[config.mk]
export PLATFORM = sky130hd
export DESIGN_NAME = instr_fetch_unit_flat
export DESIGN_NICKNAME = d
export VERILOG_FILES = /design/src/rtl/instr_fetch_unit_if.sv /design/src/rtl/instr_fetch_unit.sv /design/src/flat_wrapper.sv
export SDC_FILE = /design/constraint.sdc
export NUM_CORES = 1
export LEC_CHECK = 0
export ABC_AREA = 1
export BUFFER_PORTS_ARGS = -buffer_cell sky130_fd_sc_hd__buf_2
export CAP_MARGIN = 20
export CORE_ASPECT_RATIO = 0.7
export CORE_MARGIN = 10
export CORE_UTILIZATION = 29
export CTS_CLUSTER_DIAMETER = 120
export DETAILED_ROUTE_END_ITERATION = 6
export PLACE_DENSITY = 0.43
export SYNTH_ARGS = -nofsm -noshare
export SYNTH_HDL_FRONTEND = slang
export SYNTH_SLANG_ARGS = --single-unit
[constraint.sdc]
create_clock -name clk -period 7.05 [get_ports clk]
set_clock_uncertainty 0.1 [all_clocks]
set_input_delay 0.705 -clock clk [delete_from_list [all_inputs] [get_ports clk]]
set_output_delay 0.705 -clock clk [all_outputs]
set_load 0.02 [all_outputs]
[src/rtl/instr_fetch_unit_if.sv]
// Fetch-stage bus bundle: ROM port, redirect/halt controls and the decode handshake.
interface instr_fetch_unit_if;
  logic [31:0] rom_addr;
  logic [31:0] rom_data;
  logic        redirect_valid;
  logic [31:0] redirect_pc;
  logic        halt_req;
  logic        if_valid;
  logic [31:0] if_instr;
  logic [31:0] if_pc;
  logic        id_ready;
  logic        halted;

  // Fetch unit side
  modport master (
    output rom_addr, if_valid, if_instr, if_pc, halted,
    input  rom_data, redirect_valid, redirect_pc, halt_req, id_ready
  );

  // ROM / execute / decode side
  modport slave (
    input  rom_addr, if_valid, if_instr, if_pc, halted,
    output rom_data, redirect_valid, redirect_pc, halt_req, id_ready
  );
endinterface

[src/rtl/instr_fetch_unit.sv]
// Instruction fetch stage: owns the PC, reads the combinational ROM and buffers
// {pc, instr} pairs in a small circular FIFO towards decode.
module instr_fetch_unit #(
  parameter logic [31:0] RESET_PC   = 32'h0000_0000,
  parameter int unsigned FIFO_DEPTH = 2,
  parameter logic [31:0] NOP_INSTR  = 32'h0000_0013
) (
  input logic                clk,
  input logic                rst,
  instr_fetch_unit_if.master bus
);

  localparam int unsigned PtrW     = (FIFO_DEPTH > 1) ? $clog2(FIFO_DEPTH) : 1;
  localparam logic [PtrW:0] DepthCnt = (PtrW + 1)'(FIFO_DEPTH);

  typedef enum logic [1:0] {StBoot, StFetch, StHalt} state_e;

  state_e          state_q, state_d;
  logic [31:0]     pc_q, pc_d;
  logic [31:0]     last_pc_q, last_pc_d;
  logic [PtrW-1:0] rd_ptr_q, rd_ptr_d;
  logic [PtrW-1:0] wr_ptr_q, wr_ptr_d;
  logic [PtrW:0]   count_q, count_d;
  logic            halted_q, halted_d;
  logic [31:0]     buf_pc_q    [FIFO_DEPTH];
  logic [31:0]     buf_instr_q [FIFO_DEPTH];
  logic            flush, pop, push;

  // Next-state: redirect flushes everything and overrides any push/pop on that edge.
  always_comb begin
    flush     = bus.redirect_valid;
    pop       = (count_q != '0) && bus.id_ready && !flush;
    push      = (state_q == StFetch) && !bus.halt_req && !flush &&
                ((count_q < DepthCnt) || pop);
    state_d   = state_q;
    pc_d      = pc_q;
    last_pc_d = last_pc_q;
    rd_ptr_d  = rd_ptr_q;
    wr_ptr_d  = wr_ptr_q;
    count_d   = count_q;

    unique case (state_q)
      StBoot:  state_d = bus.halt_req ? StHalt : StFetch;
      StFetch: if (bus.halt_req) state_d = StHalt;
      StHalt:  if (!bus.halt_req) state_d = StFetch;
      default: state_d = StBoot;
    endcase

    if (flush) begin
      // Masking rather than slicing keeps the target word-aligned.
      pc_d     = bus.redirect_pc & 32'hFFFF_FFFC;
      rd_ptr_d = '0;
      wr_ptr_d = '0;
      count_d  = '0;
    end else begin
      if (push) begin
        pc_d     = pc_q + 32'd4;
        wr_ptr_d = wr_ptr_q + PtrW'(1);
      end
      if (pop) begin
        rd_ptr_d  = rd_ptr_q + PtrW'(1);
        last_pc_d = buf_pc_q[rd_ptr_q];
      end
      unique case ({push, pop})
        2'b10:   count_d = count_q + (PtrW + 1)'(1);
        2'b01:   count_d = count_q - (PtrW + 1)'(1);
        default: count_d = count_q;
      endcase
    end

    halted_d = (state_d == StHalt) && (count_d == '0);
  end

  // Control state, pointers and the registered halted flag.
  always_ff @(posedge clk) begin
    if (rst) begin
      state_q   <= StBoot;
      pc_q      <= RESET_PC;
      last_pc_q <= 32'h0;
      rd_ptr_q  <= '0;
      wr_ptr_q  <= '0;
      count_q   <= '0;
      halted_q  <= 1'b0;
    end else begin
      state_q   <= state_d;
      pc_q      <= pc_d;
      last_pc_q <= last_pc_d;
      rd_ptr_q  <= rd_ptr_d;
      wr_ptr_q  <= wr_ptr_d;
      count_q   <= count_d;
      halted_q  <= halted_d;
    end
  end

  // Buffer storage; contents are only meaningful while counted, so no reset.
  always_ff @(posedge clk) begin
    if (!rst && push) begin
      buf_pc_q[wr_ptr_q]    <= pc_q;
      buf_instr_q[wr_ptr_q] <= bus.rom_data;
    end
  end

  assign bus.rom_addr = pc_q;
  assign bus.if_valid = (count_q != '0);
  assign bus.if_instr = (count_q != '0) ? buf_instr_q[rd_ptr_q] : NOP_INSTR;
  assign bus.if_pc    = (count_q != '0) ? buf_pc_q[rd_ptr_q] : last_pc_q;
  assign bus.halted   = halted_q;

endmodule

[src/flat_wrapper.sv]
// flat-port wrapper written by rule: the top's interface ports become plain ports
module instr_fetch_unit_flat 
#(
  parameter logic [31:0] RESET_PC   = 32'h0000_0000,
  parameter int unsigned FIFO_DEPTH = 2,
  parameter logic [31:0] NOP_INSTR  = 32'h0000_0013
)
  (clk, rst, bus_rom_addr, bus_if_valid, bus_if_instr, bus_if_pc, bus_halted, bus_rom_data, bus_redirect_valid, bus_redirect_pc, bus_halt_req, bus_id_ready);
  instr_fetch_unit_if bus_i ();
  input logic clk;
  input logic rst;
  output wire logic [$bits(bus_i.rom_addr)-1:0] bus_rom_addr;
  output wire logic [$bits(bus_i.if_valid)-1:0] bus_if_valid;
  output wire logic [$bits(bus_i.if_instr)-1:0] bus_if_instr;
  output wire logic [$bits(bus_i.if_pc)-1:0] bus_if_pc;
  output wire logic [$bits(bus_i.halted)-1:0] bus_halted;
  input wire logic [$bits(bus_i.rom_data)-1:0] bus_rom_data;
  input wire logic [$bits(bus_i.redirect_valid)-1:0] bus_redirect_valid;
  input wire logic [$bits(bus_i.redirect_pc)-1:0] bus_redirect_pc;
  input wire logic [$bits(bus_i.halt_req)-1:0] bus_halt_req;
  input wire logic [$bits(bus_i.id_ready)-1:0] bus_id_ready;
  assign bus_rom_addr = bus_i.rom_addr;
  assign bus_if_valid = bus_i.if_valid;
  assign bus_if_instr = bus_i.if_instr;
  assign bus_if_pc = bus_i.if_pc;
  assign bus_halted = bus_i.halted;
  assign bus_i.rom_data = bus_rom_data;
  assign bus_i.redirect_valid = bus_redirect_valid;
  assign bus_i.redirect_pc = bus_redirect_pc;
  assign bus_i.halt_req = bus_halt_req;
  assign bus_i.id_ready = bus_id_ready;
  instr_fetch_unit #(.RESET_PC(RESET_PC), .FIFO_DEPTH(FIFO_DEPTH), .NOP_INSTR(NOP_INSTR)) u_core (.clk(clk), .rst(rst), .bus(bus_i));
endmodule
==> results.rst <==
.. list-table::
   :header-rows: 1

   * - Metric
     - Value
   * - Status
     - completed
   * - Most repeated cell in the gate-level netlist after synthesis
     - nand2_1
   * - Number of antenna repair diodes
     - 0
   * - Fill cell count
     - 3029
   * - GRT Resource Usage Total
     - 0.135
   * - Leakage power total
     - 4.14 nW
   * - First-pass GRT wire length
     - 38.1 mm
   * - Worst hold slack
     - 347 ps
   * - Aggregate negative setup slack
     - 0 ps
   * - Chip height
     - 163 um
   * - DR WL/cell
     - 16.5 um
   * - Largest fanout on the critical path
     - 62
   * - GRT Residual Overflow
     - 0
   * - Net load switching power
     - 0.000572 W
   * - Max-capacitance violation count
     - 0
   * - Netlist Area Pre-Place
     - 8510 sq um
   * - Proportion of layout cells with a drive suffix above 1
     - 0.196
   * - Count of flip-flops with a built-in enable after synthesis
     - 124
   * - Max Clk Rate
     - 0.271 GHz
   * - Final nets
     - 1183
   * - Required @ worst endpoint
     - 7010 ps
   * - Primary flip-flop cell chosen by synthesis mapping
     - edfxtp_1
   * - Share of the synthesized area in the top cell type
     - 0.438
   * - Slew margin rel.
     - 0.460
   * - Number of instances in the synthesized netlist
     - 971
   * - Quantity of hold-fixing buffers added after cts
     - 0
   * - Post-route DRC violation count
     - 0
   * - Post-synthesis sequential area ratio
     - 0.598
   * - Worst path slowest cell
     - nand3_4
   * - Minimum clock period
     - 3690 ps
   * - Total internal power
     - 0.00176 W
   * - Net switching share of the total power
     - 0.246
   * - Setup crit start
     - bus_redirect_valid
   * - Number of H-tree levels
     - 4
   * - Via count
     - 6700
   * - Initial DRC count
     - 398
   * - Max-slew violation total from the final report
     - 0
   * - Post-CTS Setup Repair Bufs
     - 0
   * - Most common library cells after synthesis
     - 325 x nand2_1, 124 x edfxtp_1, 92 x inv_1
   * - Largest stage delay on the critical path
     - 630 ps
   * - Share of total power in the clock network
     - 0.413
   * - Die area
     - 36700 sq um
   * - Buffers added on ports
     - 160
   * - Number of synthesized register bits
     - 192
   * - Area growth from synthesis to layout
     - 20.2%
   * - Launching element type of the critical path
     - input pin
   * - Signal arrival time at the worst endpoint
     - 3650 ps
   * - Type of the tightest min-delay check
     - reg2reg
   * - CP Cell Sequence
     - buf_2 -> inv_2 -> nand3_4 -> nand2_2 -> nand2_4 -> nor3_2 -> buf_4
   * - Via count of the first global-routing pass
     - 6296
   * - Root buf cell
     - clkbuf_16
   * - Cell accounting for the most synthesized area
     - edfxtp_1
   * - Total wire length
     - 24.8 mm
   * - Post-route ant nets
     - 0
   * - Post-detailed-placement half-perimeter wirelength
     - 16.7 mm
   * - Transition time of the tightest slew-check pin
     - 809 ps
   * - Startpoint of the tightest hold check path
     - u_core.last_pc_q[10]$_SDFFE_PP0P_
   * - Setup repair after global routing missed its margin
     - no
   * - Standard cell core area
     - 28900 sq um
   * - Chip Width
     - 225 um
   * - Clk sink count
     - 192
   * - Pin count of the biggest net entering global routing
     - 67
   * - CTS Buf Count
     - 17
   * - Share of total power in sequential cells
     - 0.531
   * - Number of distinct library cells after synthesis
     - 32
   * - Antenna violations before repair
     - 1
   * - PwrDens
     - 228 nW/um^2
   * - Clock latency of the later-clocked register in the worst-skew pair
     - 440 ps
   * - Ports
     - 167
   * - Final setup viols
     - 0
   * - Vias/cell
     - 4.46
   * - Yosys Warn Count
     - 0
   * - TritonCTS clock tree
     - built
   * - Routability cong.
     - 0.783
   * - Crit share post-route
     - 0.523
   * - Worst flop-to-flop path startpoint
     - u_core.count_q[0]$_SDFF_PP0_
   * - Syn Area/Cell
     - 8.76 sq um
   * - Initial standard-cell utilization of the core
     - 0.294
   * - Crit Path Class
     - in2reg
   * - First-pass detailed-route iteration total
     - 4
   * - Clock tree buffer depth
     - 2
   * - Crit end category
     - register
   * - Share of synthesized registers carrying an async set or reset
     - 0
   * - Portion of total power attributed to combinational logic
     - 0.056
   * - Number of rows in the core area
     - 52
   * - Cts repair resizes
     - 0
   * - Synth area leaders
     - edfxtp_1 44%, dfxtp_1 16%, nand2_1 14%
   * - Hold violation total from the final report
     - 0
   * - Clock-pin slew on the worst setup and hold paths
     - 70 ps
   * - Worst IR drop on VDD
     - 137 uV
==> critical path, delay by kind of cell <==
family                 cells  cell delay, ps
buffers and inverters      3            1480
and+or+nand+nor            4            1390
==> metal layers <==
layer / vias to the layer above / global-route usage / part of all wire / wire (um)
met1: 3111 / 0.191 / 0.51 / 12600
met3: 8 / 0.0380 / 0.045 / 1110
met5: - / 0 / 0.00040 / 10
li1: 3457 / - / - / -
met4: 2 / 0.0253 / 0.0057 / 140
met2: 122 / 0.202 / 0.44 / 10900
==> registers in the layout, summed over array words and instances, names as in the netlist, named ones only <==
name / flops
u_core.bus.halted: 1
u_core.rd_ptr_q: 1
u_core.wr_ptr_q: 1
u_core.state_q: 2
u_core.bus.rom_addr: 30
u_core.count_q: 2
u_core.buf_pc_q: 60
u_core.last_pc_q: 30
u_core.buf_instr_q: 64
==> placed cells by master, fill, tap and decap left out, drive strengths merged <==
cell type    n
xor2         2
conb         4
o21bai       4
nor2        55
clkbuf      17
o21ai       71
clkinvlp     2
nand4        1
inv        101
buf        169
a21boi       2
and2         2
clkinv       6
nor3         2
nand3b       2
edfxtp     124
mux2i        1
dfxtp       68
bufinv       1
xnor2        5
a21oi       91
nand3       63
nand2      330
ha           2
==> through the flow <==
step                      power (W)  cells  setup WS [ps]  utilization  area, sq um
after CTS                   0.00236   1502           3270        0.353        10200
after floorplan             0.00133    974            801            -         8520
final                       0.00233   1503           3360        0.354        10200
after global placement      0.00139   1470           2850        0.333         9620
after detailed placement    0.00139   1470           2830        0.333         9620
after global routing        0.00243   1503           3070        0.354        10200
==> cells by family (layout without fill, tap and decap cells) <==
logic type               Yosys count  count (layout)  synth area share
multiplexers                       1               1           0.00118
XOR/XNOR                           7               7           0.00721
AND/OR/NAND/NOR                  455             455             0.219
buffers and inverters            145             296            0.0707
adder cells (fa/ha/maj)            2               2           0.00294
flip-flops                       192             192             0.598
other                              1               4          0.000441
AO/OA/AOI/OAI                    168             168             0.101
==> power by group through the flow <==
stage               Clock, W  Sequential, W  Combinational [W]
floorplan                  0        0.00127          0.0000657
global placement           0        0.00126           0.000131
detailed placement         0        0.00126           0.000132
CTS                 0.000996        0.00124           0.000132
global route         0.00104        0.00124           0.000146
finish              0.000962        0.00124           0.000130
==> cell type report <==
cell class / instances / area, sq um / area share
repair buffers: 169 / 888 / 0.0869
inverters: 95 / 358 / 0.0350
well taps: 378 / 473 / 0.0462
clock inverters: 15 / 154 / 0.0150
clock buffers: 17 / 425 / 0.0416
flip-flops and latches: 192 / 5090 / 0.497
multi-input cells: 637 / 2840 / 0.278
==> worst paths after layout <==
kind | endpoint | slack, ps | cells past startpoint
max reg2reg | u_core.buf_instr_q[0][29]$_DFFE_PP_ | 4110 | 7
min reg2reg | u_core.last_pc_q[10]$_SDFFE_PP0P_ | 350 | 2
min | u_core.last_pc_q[10]$_SDFFE_PP0P_ | 350 | 2
max | u_core.buf_instr_q[0][29]$_DFFE_PP_ | 3360 | 7
No activity file was read; power rests on OpenSTA's default activity.
